File: config.mk
export PLATFORM = sky130hd
export DESIGN_NAME = mem_access_unit
export DESIGN_NICKNAME = d
export VERILOG_FILES = /design/src/rtl/mem_access_pkg.sv /design/src/rtl/mem_lane_decode.sv /design/src/rtl/mem_access_unit.sv
export SDC_FILE = /design/constraint.sdc
export NUM_CORES = 1
export LEC_CHECK = 0
export ABC_AREA = 1
export BUFFER_PORTS_ARGS = -buffer_cell sky130_fd_sc_hd__buf_4
export CELL_PAD_IN_SITES_DETAIL_PLACEMENT = 0
export CELL_PAD_IN_SITES_GLOBAL_PLACEMENT = 1
export CORE_MARGIN = 2
export CORE_UTILIZATION = 28
export CTS_CLUSTER_DIAMETER = 100
export DETAILED_ROUTE_END_ITERATION = 6
export PLACE_DENSITY_LB_ADDON = 0.1
export RECOVER_POWER = 100
export SKIP_LAST_GASP = 1
export SYNTH_ARGS = -nofsm -noshare
export SYNTH_HDL_FRONTEND = slang
export SYNTH_SLANG_ARGS = --single-unit
File: constraint.sdc
create_clock -name clock -period 1.9 [get_ports clock]
set_input_delay 0.38 -clock clock [delete_from_list [all_inputs] [get_ports clock]]
set_output_delay 0.38 -clock clock [all_outputs]
set_load 0.01 [all_outputs]
File: src/rtl/mem_access_pkg.sv
// mem_access_pkg
// Shared definitions for the memory access unit:
//   state_t              - control FSM states (IDLE, ACCESS, RESP)
//   SIZE_B/SIZE_H/SIZE_W - access size encodings carried on req_size/mem_size
//   SIZE_X               - the reserved (illegal) size encoding
//   CNT_W                - width of the access wait counter (LATENCY up to 15)
package mem_access_pkg;

    typedef enum logic [1:0] {
        ST_IDLE   = 2'd0,
        ST_ACCESS = 2'd1,
        ST_RESP   = 2'd2
    } state_t;

    localparam logic [1:0] SIZE_B = 2'd0;
    localparam logic [1:0] SIZE_H = 2'd1;
    localparam logic [1:0] SIZE_W = 2'd2;
    localparam logic [1:0] SIZE_X = 2'd3;

    localparam int CNT_W = 4;

endpackage : mem_access_pkg

File: src/rtl/mem_lane_decode.sv
// mem_lane_decode
// Purely combinational decode of a request's low address bits and size.
// Ports:
//   addr_lo  in  2  byte offset within the 32-bit word (addr[1:0])
//   size     in  2  access size (SIZE_B/SIZE_H/SIZE_W, SIZE_X illegal)
//   wstrb    out 4  byte-lane enables, size mask shifted to the byte offset
//   misalign out 1  illegal size, or half/word not naturally aligned
module mem_lane_decode
    import mem_access_pkg::*;
(
    input  logic [1:0] addr_lo,
    input  logic [1:0] size,
    output logic [3:0] wstrb,
    output logic       misalign
);

    logic [3:0] base_mask;

    always_comb begin
        base_mask = 4'b0000;
        misalign  = 1'b0;
        case (size)
            SIZE_B: begin
                base_mask = 4'b0001;
            end
            SIZE_H: begin
                base_mask = 4'b0011;
                misalign  = addr_lo[0];
            end
            SIZE_W: begin
                base_mask = 4'b1111;
                misalign  = (addr_lo != 2'b00);
            end
            default: begin
                misalign  = 1'b1;
            end
        endcase
    end

    // Lanes shifted past bit 3 fall off; that only happens for misaligned
    // requests, which never reach the memory.
    assign wstrb = base_mask << addr_lo;

endmodule : mem_lane_decode

File: src/rtl/mem_access_unit.sv
// mem_access_unit
// Load/store unit between a pipeline and a simple memory port. One request
// is accepted in IDLE, held on the memory port for LATENCY cycles in ACCESS,
// then presented as a response in RESP until the pipeline takes it.
// Misaligned or illegal-size requests skip the memory and respond at once
// with resp_misalign set.
//
// Handshake: a transfer happens on a rising clock edge where valid and ready
// are both 1. req_ready is 1 only in IDLE; resp_valid is 1 only in RESP and
// the response fields stay stable until resp_ready. A response consumed at
// an edge returns the unit to IDLE, so a new request is accepted no earlier
// than the following edge.
//
// Ports:
//   clock, reset            single clock, synchronous active-high reset
//   req_valid/req_ready     request handshake
//   req_addr/wen/signed/size/wdata  request fields
//   resp_valid/resp_ready   response handshake
//   resp_rdata, resp_misalign       response fields
//   mem_addr/wdata/size     latched request presented to memory
//   mem_read/read_signed/write, mem_wstrb  memory strobes (ACCESS only)
//   mem_rdata               combinational read data from memory
//   fsm_state               current FSM state for observation
module mem_access_unit
    import mem_access_pkg::*;
#(
    parameter int LATENCY = 1
)
(
    input  logic        clock,
    input  logic        reset,
    input  logic        req_valid,
    output logic        req_ready,
    input  logic [31:0] req_addr,
    input  logic        req_wen,
    input  logic        req_signed,
    input  logic [1:0]  req_size,
    input  logic [31:0] req_wdata,
    output logic        resp_valid,
    input  logic        resp_ready,
    output logic [31:0] resp_rdata,
    output logic        resp_misalign,
    output logic [31:0] mem_addr,
    output logic [31:0] mem_wdata,
    output logic        mem_read,
    output logic        mem_read_signed,
    output logic        mem_write,
    output logic [1:0]  mem_size,
    output logic [3:0]  mem_wstrb,
    input  logic [31:0] mem_rdata,
    output logic [1:0]  fsm_state
);

    localparam logic [CNT_W-1:0] CNT_INIT = CNT_W'(LATENCY - 1);

    state_t            state;
    state_t            state_next;
    logic [CNT_W-1:0]  cnt;

    logic [31:0]       lat_addr;
    logic              lat_wen;
    logic              lat_signed;
    logic [1:0]        lat_size;
    logic [31:0]       lat_wdata;

    logic [1:0]        dec_addr_lo;
    logic [1:0]        dec_size;
    logic [3:0]        dec_wstrb;
    logic              dec_misalign;

    logic              in_access;
    logic              last_cycle;

    // One decoder serves both phases: in IDLE it judges the incoming request,
    // afterwards it produces the lane strobes of the latched request.
    assign dec_addr_lo = (state == ST_IDLE) ? req_addr[1:0] : lat_addr[1:0];
    assign dec_size    = (state == ST_IDLE) ? req_size      : lat_size;

    mem_lane_decode u_lane_decode (
        .addr_lo  (dec_addr_lo),
        .size     (dec_size),
        .wstrb    (dec_wstrb),
        .misalign (dec_misalign)
    );

    // State register
    always_ff @(posedge clock) begin
        if (reset) begin
            state <= ST_IDLE;
        end else begin
            state <= state_next;
        end
    end

    // Next-state logic
    always_comb begin
        state_next = state;
        case (state)
            ST_IDLE: begin
                if (req_valid) begin
                    state_next = dec_misalign ? ST_RESP : ST_ACCESS;
                end
            end
            ST_ACCESS: begin
                if (cnt == '0) begin
                    state_next = ST_RESP;
                end
            end
            ST_RESP: begin
                if (resp_ready) begin
                    state_next = ST_IDLE;
                end
            end
            default: begin
                state_next = ST_IDLE;
            end
        endcase
    end

    // Request latch, wait counter and response registers
    always_ff @(posedge clock) begin
        if (reset) begin
            cnt           <= '0;
            lat_addr      <= '0;
            lat_wen       <= 1'b0;
            lat_signed    <= 1'b0;
            lat_size      <= '0;
            lat_wdata     <= '0;
            resp_rdata    <= '0;
            resp_misalign <= 1'b0;
        end else begin
            case (state)
                ST_IDLE: begin
                    if (req_valid) begin
                        lat_addr      <= req_addr;
                        lat_wen       <= req_wen;
                        lat_signed    <= req_signed;
                        lat_size      <= req_size;
                        lat_wdata     <= req_wdata;
                        cnt           <= CNT_INIT;
                        resp_misalign <= dec_misalign;
                        resp_rdata    <= '0;
                    end
                end
                ST_ACCESS: begin
                    if (cnt == '0) begin
                        resp_rdata <= lat_wen ? 32'd0 : mem_rdata;
                    end else begin
                        cnt <= cnt - 1'b1;
                    end
                end
                default: begin
                end
            endcase
        end
    end

    assign in_access  = (state == ST_ACCESS);
    assign last_cycle = in_access && (cnt == '0);

    assign req_ready  = (state == ST_IDLE);
    assign resp_valid = (state == ST_RESP);

    assign mem_addr        = lat_addr;
    assign mem_wdata       = lat_wdata;
    assign mem_size        = lat_size;
    assign mem_read        = in_access && !lat_wen;
    assign mem_read_signed = in_access && !lat_wen && lat_signed;
    // Gating with reset keeps a reset that lands on the final cycle from
    // committing a store that will never be acknowledged.
    assign mem_write       = last_cycle && lat_wen && !reset;
    assign mem_wstrb       = mem_write ? dec_wstrb : 4'b0000;

    assign fsm_state = state;

endmodule : mem_access_unit

# --- Yosys cells after proc, flatten, opt, wreduce, memory -nomap -nowiden ---
# Index checks and enable logic that the tools add are counted.
# Widths: inputs -> output; s select.
totals:
  input_bits: 104
  word_cells: 52
  reg_bits: 107
op_classes:
  shifts: 1
  reduce_logical: 16
  add_sub_neg: 1
  n_eq_ne: 8
  muxes: 17
ops:
  columns: ["operator", "n"]
  rows:
  - ["$mux 32", 3]
  - ["$pmux 32 s2", 1]
  - ["$mux 2", 6]
  - ["$mux 4", 3]
  - ["$pmux 4 s3", 1]
  - ["$reduce_and 3->1", 3]
  - ["$pmux 4 s2", 1]
  - ["$pmux 2 s3", 1]
  - ["$logic_and 1x1->1", 5]
  - ["$eq 2x1->1 const B", 2]
  - ["$eq 2x2->1 const B", 2]
  - ["$logic_not 2->1", 2]
  - ["$logic_not 4->1", 1]
  - ["$ne 2x1->1 const B", 2]
  - ["$ne 2x2->1 const B", 2]
  - ["$reduce_bool 2->1", 2]
  - ["$shl 4x2->4", 1]
  - ["$sub 4x1->4 const B", 1]
  - ["$pmux 1 s3", 1]
  - ["$logic_not 1->1", 2]
  - ["$reduce_and 2->1", 1]

# --- Longest topological paths before layout ---
# Gate-level depths: netlist (run 1).
logic_depth:
  depth_word: 7
  depth_mapped: 12
  ltp_nobuf: 12

# --- By module ---
# A second synthesis (run 1) with hierarchy kept.
unflattened:
  hier_cells: 545
  area_unflattened_um2: 4176.5
by_module_without_submodules:
  columns: ["mod", "cells_per_inst", "n_inst", "seq_area_each_um2", "area_per_inst_um2"]
  rows:
  - ["mem_access_unit", 515, 1, 2142.1, 4021.4]
  - ["mem_lane_decode", 30, 1, 0.0, 155.1]

# --- Least setup slack after synthesis (run 1) ---
# OpenSTA, ideal clock, no wires.
synth_timing:
  path_kind: "register to output"
  start: "reg state[1], in the netlist fsm_state[1]"
  end: "out mem_wstrb[3]"
  n_path_buf: 0
  required_time_ns: 1.520
  t_arrival_ns: 1.662
  stages_incl_launch_ff: 12
  path_slack_ns: -0.142
  cell_sequence: "dfxtp_1 > inv_1 > nand2_1 > or2_2 > o21ai_0 > inv_1 > ha_1 > inv_1 > nand2_1 > o21ai_1 > nor2_1 > nor2_1"
synth_via:
  elab_chain_len: 6
  word_cells_on_any_way: 13
  cone_classes: "eq/ne: 3; shift: 1; mux: 4; reduce/logical: 5"
synth_rtl:
  columns: ["element", "line", "text"]
  rows:
  - ["start, declared", "mem_access_unit.sv:56", "state_t state;"]
  - ["start signal, assigned", "mem_access_unit.sv:91", "state <= state_next;"]
  - ["$logic_not 2->1", "mem_access_unit.sv:76, mem_access_unit.sv:77", null]
  - ["$mux 2", "mem_access_unit.sv:77", "assign dec_size = (state == ST_IDLE) ? req_size : lat_size;"]
  - ["$eq 2x2->1, or another cell as far along", "mem_lane_decode.sv:22", "case (size)"]
  - ["$pmux 4 s3", "mem_lane_decode.sv:22", null]
  - ["$shl 4x2->4", "mem_lane_decode.sv:42", "assign wstrb = base_mask << addr_lo;"]
  - ["$mux 4 (*)", "mem_access_unit.sv:172", "assign mem_wstrb = mem_write ? dec_wstrb : 4'b0000;"]
  - ["end, declared", "mem_access_unit.sv:49", "output logic [3:0] mem_wstrb,"]
# Mark *: on every way between the ends. The rest lies on a longest branch, timed or not.

# --- Final worst setup path (run 1) ---
layout_timing:
  start: "reg state[0], in the netlist fsm_state[0]"
  end: "out mem_wstrb[1]"
# Same word-level chain as after synthesis.

==> results of run 1 <==
## layout make-up
cell class / count / area, sq um
clock inverter: 3 / 23.8
sequential: 107 / 2150
timing repair buffer: 255 / 1630
tap: 184 / 230
fill: 1557 / 8160
clock buffer: 13 / 250
inverter: 24 / 90.1
multi-input combinational: 367 / 1830
## worst min path at each step
stage,cells past startpoint,to,start
after global placement,2,resp_rdata[26]$_SDFFE_PP0P_,resp_rdata[26]$_SDFFE_PP0P_
after global routing,3,resp_rdata[13]$_SDFFE_PP0P_,mem_rdata[13]
after detailed placement,2,resp_rdata[17]$_SDFFE_PP0P_,resp_rdata[17]$_SDFFE_PP0P_
after floorplan,2,lat_signed$_SDFFE_PP0P_,lat_signed$_SDFFE_PP0P_
final,3,resp_rdata[13]$_SDFFE_PP0P_,mem_rdata[13]
after CTS,3,resp_rdata[28]$_SDFFE_PP0P_,mem_rdata[28]
## power groups by stage
stage	sequential (mW)	clock (mW)	combinational, mW
floorplan	3.50	0	2.05
global route	3.28	1.94	5.12
global placement	3.22	0	4.11
finish	3.19	1.76	4.58
detailed placement	3.25	0	4.15
CTS	3.20	1.82	4.81
## per-stage QoR
step	worst slack (ns)	utilization (%)	power, mW	instance area [sq um]	TNS, ns
after global routing	-0.432	43.2	10.3	6210	-2.66
after global placement	-0.0947	41.5	7.33	5960	-0.280
final	-0.334	43.2	9.54	6210	-1.82
after CTS	-0.323	45.4	9.84	6530	-2.28
after detailed placement	-0.144	41.5	7.41	5960	-0.369
after floorplan	0.0275	-	5.54	4100	0
## flip-flops by register name, indices dropped and copies added (netlist names)
register / flops
cnt: 4
mem_addr: 32
resp_rdata: 32
lat_wen: 1
mem_wdata: 32
lat_signed: 1
fsm_state: 2
resp_misalign: 1
mem_size: 2
## worst max-delay path, stage by stage, from the launching register on
cell and delay, ns:
dfxtp_4 0.36, buf_6 0.11, nor2_4 0.12, nand2_1 0.06, o21ai_1 0.06, buf_4 0.16, ha_4 0.22, o21ai_2 0.13
and3_1 0.18, buf_6 0.10
## kinds of logic after synthesis
logic type | after synthesis | share of synthesized area [%]
fa+ha+maj | 6 | 1.84
simple gates | 225 | 22.7
compound gates | 136 | 16.7
flops | 107 | 52.4
buf+inv | 58 | 6.37
## cell usage in the layout, fill, tap and decap left out, drive strengths merged, types with 2 or more instances in the layout
cell / count
a21oi: 39
nand3: 20
buf: 156
nand2: 37
o21ai: 96
inv: 24
ha: 6
clkinvlp: 2
nor3: 6
and3: 2
nor2: 158
clkbuf: 112
dfxtp: 107
## what timing repair did
action / 4_1_cts / 5_1_grt
setup buffers: 25 / 5
pin swaps: 15 / 12
gates resized for setup: 34 / 16
setup endpoints to repair: 5 / 10
endpoints found under the hold margin: 0 / 0
hold buffers: 0 / 0
## metal layers
metal	vias up	track usage (%)	part of all wire, %
li1	2186	-	-
met1	1904	21.6	44
met2	143	27.5	46
met3	15	6.36	8.9
met4	0	4.89	1.3
met5	-	0	0
==> flow_metrics.tcl, run 1 <==
set metrics [dict create \
    htreeDepth 3 \
    rr_worst_depth 17 \
    gp_congestion 0.799 \
    powerDensity_nw_per_um2 1540 \
    internal-power_mw 5.71 \
    syn_to_final_growth_pct 52.1 \
    status "complete, but fails checks" \
    overflow 0 \
    synth_seq_cells 107 \
    crit_start "fsm_state[0]$_SDFFE_PP0P_" \
    drtAntennaViolNets 0 \
    criticalPathCategory "flop to output pin" \
    hold_viol 0 \
    hp-class "input pin to flop" \
    clk_pin_slew_worst_paths_ns 0.07 \
    worstPathRequired_ns 1.52 \
    setup_ws_ns -0.334 \
    io_pins 214 \
    clk-insertion-delay-late_ns 0.35 \
    numPlacedInstances 914 \
    wirelength_mm 13.4 \
    drive_gt1_share_pct 28.0 \
    r2r-end "resp_misalign$_SDFFE_PP0P_" \
    synth_top_area_share_pct 52.4 \
    drcViolationCount 0 \
    seq_area_frac_synth_pct 52.4 \
    nets 874 \
    dieWidth_um 125 \
    whs_ns 0.259 \
    rows 44 \
    grt_pass1_vias 4179 \
    fin_crit_sh_pct 118 \
    irDropWorstVdd_mv 0.584 \
    combPwrFrac_pct 48.1 \
    dp_hpwl_mm 9.14 \
    cts_buffers 9 \
    grt_pass1_wl_mm 21.7 \
    synth_common_cells "nor2_1 (156), dfxtp_1 (107), o21ai_0 (86)" \
    max_freq_mhz 448 \
    synth.largest_area_cell "dfxtp_1" \
    reg2reg_slack_ns -0.20 \
    setup_viol 8 \
    seqPwrFrac_pct 33.4 \
    period_needed_ns 2.23 \
    rsz0062_at_grt "true" \
    cts-root-buf "clkbuf_16" \
    yosysWarnings 0 \
    ys_types 26 \
    critPathCapture "mem_wstrb[1]" \
    cts_num_sinks 107 \
    syn_area_per_cell_sq_um 7.68 \
    syn-num-nets 642 \
    violations "negative setup slack" \
    critPathArrivalTime_ns 1.85 \
    wl_per_cell_um 14.1 \
    grt_max_degree 64 \
    worst-path-max-fanout 3 \
    yosysMostFrequentCell "nor2_1" \
    synthArstFlopShare_pct 0 \
    slew_violations 0 \
    synth-main-ff-cell "dfxtp_1" \
    port_buffers 213 \
    power.share.clock_pct 18.5 \
    cts_buffer_depth 2 \
    fin_skew_ns 0.00445 \
    p_switching_mw 3.83 \
    synthTopCellsByArea "dfxtp_1 (52%), nor2_1 (14%), o21ai_0 (11%)" \
    drt-pass1-iter-count 4 \
    route.vias.total 4248 \
    timing.rr.start "fsm_state[1]$_SDFFE_PP0P_" \
    drt-initial-drc-count 189 \
    synth-edff-count 0 \
    sw_frac_of_total_pct 40.1 \
    end_kind "output pin" \
    syn_area_sq_um 4090 \
    synthCells 532 \
    die-height_um 125 \
    final_cells 953 \
    slew_headroom_pct 70.9 \
    startpoint_type "flop" \
    leakage_nw 2.66 \
    antenna_found_initial 0 \
    coreArea_sq_um 14400 \
    start_util_pct 28.4 \
    die_area_sq_um 15600 \
    antenna_cells 0 \
    drt-vias-per-instance 4.46 \
    max_cap_viol_count 0 \
    grt_usage_pct 17.1 \
    cts_tree "yes" \
    tightest_slew_ns 0.436 \
]
(Power assumes the default switching activity.)
==> run 2, diff against run 1 <==
--- a/config.mk
+++ b/config.mk
@@ -13,9 +13,11 @@
 export CORE_UTILIZATION = 28
 export CTS_CLUSTER_DIAMETER = 100
 export DETAILED_ROUTE_END_ITERATION = 6
+export MAX_ROUTING_LAYER = met4
 export PLACE_DENSITY_LB_ADDON = 0.1
 export RECOVER_POWER = 100
 export SKIP_LAST_GASP = 1
 export SYNTH_ARGS = -nofsm -noshare
 export SYNTH_HDL_FRONTEND = slang
+export SYNTH_HIERARCHICAL = 1
 export SYNTH_SLANG_ARGS = --single-unit
==> run 2 against run 1 <==
  * The run still ends with negative setup slack left
  * Non-clock buffer count fell by 17
  * Utilization fell by 1.2 points
  * Clock skew rose by 0.0046 ns
  * Maximum frequency rose by 2.0%
  * Highest routed layer unchanged
  * Critical path type unchanged
==> flow_metrics.tcl, run 2 <==
set metrics [dict create \
    slew_violations 0 \
    total_power_mw 8.55 \
    seq_area_frac_synth_pct 51.3 \
    cts-root-buf "clkbuf_16" \
    path_cells "nor2_4 > nand2_2 > o21ai_4 > inv_2 > ha_4 > nor2_1 > nand2_1 > nand2_1 > inv_1 > nor2_2 > buf_4" \
    coreArea_sq_um 14500 \
    synth_seq_cells 107 \
    io_pins 214 \
    max_cap_viol_count 0 \
    violations "negative setup slack" \
    status "complete, but fails checks" \
    final_common_cell "nor2_1" \
    nets 865 \
    grt_usage_pct 16.9 \
    drt-initial-drc-count 206 \
    start_util_pct 28.7 \
    synth_common_cells "nor2_1 (141), dfxtp_1 (107), nand3_1 (74)" \
    syn-num-nets 655 \
    period_needed_ns 2.19 \
    synth-main-ff-cell "dfxtp_1" \
    synth-edff-count 0 \
    criticalPathCategory "flop to output pin" \
    synth.largest_area_cell "dfxtp_1" \
    fin_skew_ns 0.00909 \
    yosysWarnings 6 \
    route.vias.total 4346 \
    gp_congestion 0.772 \
    irDropWorstVdd_mv 0.709 \
    finish.utilization_pct 42.0 \
    critPathSlowestCell "dfxtp_4" \
    cpPeakStageDelay_ns 0.35 \
    clk_pin_slew_worst_paths_ns 0.08 \
    layout_common_cells "nor2_1 (136), buf_4 (135), dfxtp_1 (104), clkbuf_1 (99), nand3_1 (74)" \
    port_buffers 213 \
    grt_pass1_wl_mm 21.1 \
    antenna_found_initial 0 \
    worst-path-max-fanout 6 \
    drcViolationCount 0 \
    worstPathRequired_ns 1.52 \
    crit_path_frequent_cell "nand2_1" \
    clk-insertion-delay-late_ns 0.35 \
    syn_area_sq_um 4180 \
    synth_top_area_share_pct 51.3 \
    htreeDepth 3 \
    dieWidth_um 126 \
    cts_buffers 9 \
    fin_crit_sh_pct 115 \
    drt-vias-per-instance 4.60 \
    hp-class "input pin to flop" \
    critPathArrivalTime_ns 1.81 \
    drive_gt1_share_pct 24.1 \
    end_kind "output pin" \
    synthArstFlopShare_pct 0 \
    cts_buffer_depth 2 \
    antenna_cells 0 \
    wirelength_mm 13.6 \
    syn_area_per_cell_sq_um 7.66 \
    tightest_slew_ns 0.524 \
    wl_per_cell_um 14.4 \
    die_area_sq_um 15900 \
    rr_worst_depth 8 \
    setup_viol 31 \
    cts_tree "yes" \
    rsz0062_at_grt "true" \
    synthTopCellsByArea "dfxtp_1 (51%), nor2_1 (13%), nand3_1 (8.9%)" \
    hold_viol 0 \
    grt_max_degree 72 \
    setup_ws_ns -0.290 \
    syn_to_final_growth_pct 46.2 \
    dp_hpwl_mm 9.32 \
    powerDensity_nw_per_um2 1400 \
    rows 44 \
    drtAntennaViolNets 0 \
    leakage_nw 2.58 \
    hold_depth 3 \
    drt-pass1-iter-count 6 \
    synthCells 545 \
    cts_num_sinks 107 \
    yosysMostFrequentCell "nor2_1" \
    die-height_um 126 \
    overflow 0 \
    startpoint_type "flop" \
    slew_headroom_pct 65.0 \
    max_freq_mhz 457 \
    ys_types 24 \
    grt_pass1_vias 4187 \
]
run 2: area by class of cell:
cell class	instances	area [sq um]
clock inverters	6	119
well taps	184	230
clock buffers	10	239
inverters	28	105
flip-flops and latches	107	2150
multi-input cells	371	1800
repair buffers	238	1460
fillers	1606	8430
run 2: final timing paths:
check	from	slack, ns	endpoint
worst max-delay path	fsm_state[1]$_SDFFE_PP0P_	-0.29	mem_wstrb[2]
worst min-delay path	req_addr[2]	0.26	mem_addr[2]$_SDFFE_PP0P_
worst max register to register	fsm_state[1]$_SDFFE_PP0P_	-0.03	resp_rdata[16]$_SDFFE_PP0P_
worst min register to register	cnt[0]$_SDFFE_PP0P_	0.45	cnt[0]$_SDFFE_PP0P_
run 2: report_power, final:
group	internal, mW	switching (mW)
clock	1.34	0.898
sequential	2.73	0.257
combinational	1.24	2.08
total	5.32	3.23
run 2: metal layers:
layer | share of wire, % | GRT usage (%) | vias up | wire (um)
met4 | 1.3 | 4.40 | 0 | 179
met3 | 5.8 | 4.72 | 12 | 781
met5 | 0 | - | - | 0
met1 | 46 | 21.6 | 1999 | 6290
met2 | 47 | 26.5 | 139 | 6310
li1 | - | - | 2196 | -
run 2: kinds of logic after synthesis:
group           count (synthesis)  share of synthesized area (%)
xor+xnor                        1                          0.210
compound gates                113                           13.6
fa+ha+maj                       6                           1.80
simple gates                  251                           25.9
buf+inv                        67                           7.25
flops                         107                           51.3
run 2: what timing repair did:
| action | in CTS | in global routing |
|---|---|---|
| resized for setup | 4 | 10 |
| hold buffers | 0 | 0 |
| buffers inserted | 2 | 5 |
| pin swaps | 9 | 7 |
| setup endpoints to repair | 6 | 6 |
run 2: worst max-delay path: cells and delay by family (launching register included):
| kind | cells | cell delay, ns |
|---|---|---|
| AO/OA/AOI/OAI | 1 | 0.09 |
| adder cells (fa/ha/maj) | 1 | 0.24 |
| buffers and inverters | 3 | 0.22 |
| flip-flops | 1 | 0.35 |
| AND/OR/NAND/NOR | 6 | 0.55 |
run 2: through the flow:
stage	setup TNS (ns)	cell area [sq um]	setup WS (ns)	instances	hold slack [ns]
after floorplan	0	4220	0.0144	545	0.431
after global placement	0	6020	0.0515	921	0.442
after detailed placement	0	6020	0.0482	921	0.454
after CTS	-1.20	6400	-0.307	939	0.246
after global routing	-11.52	6100	-0.423	944	0.245
final	-1.35	6100	-0.290	944	0.256
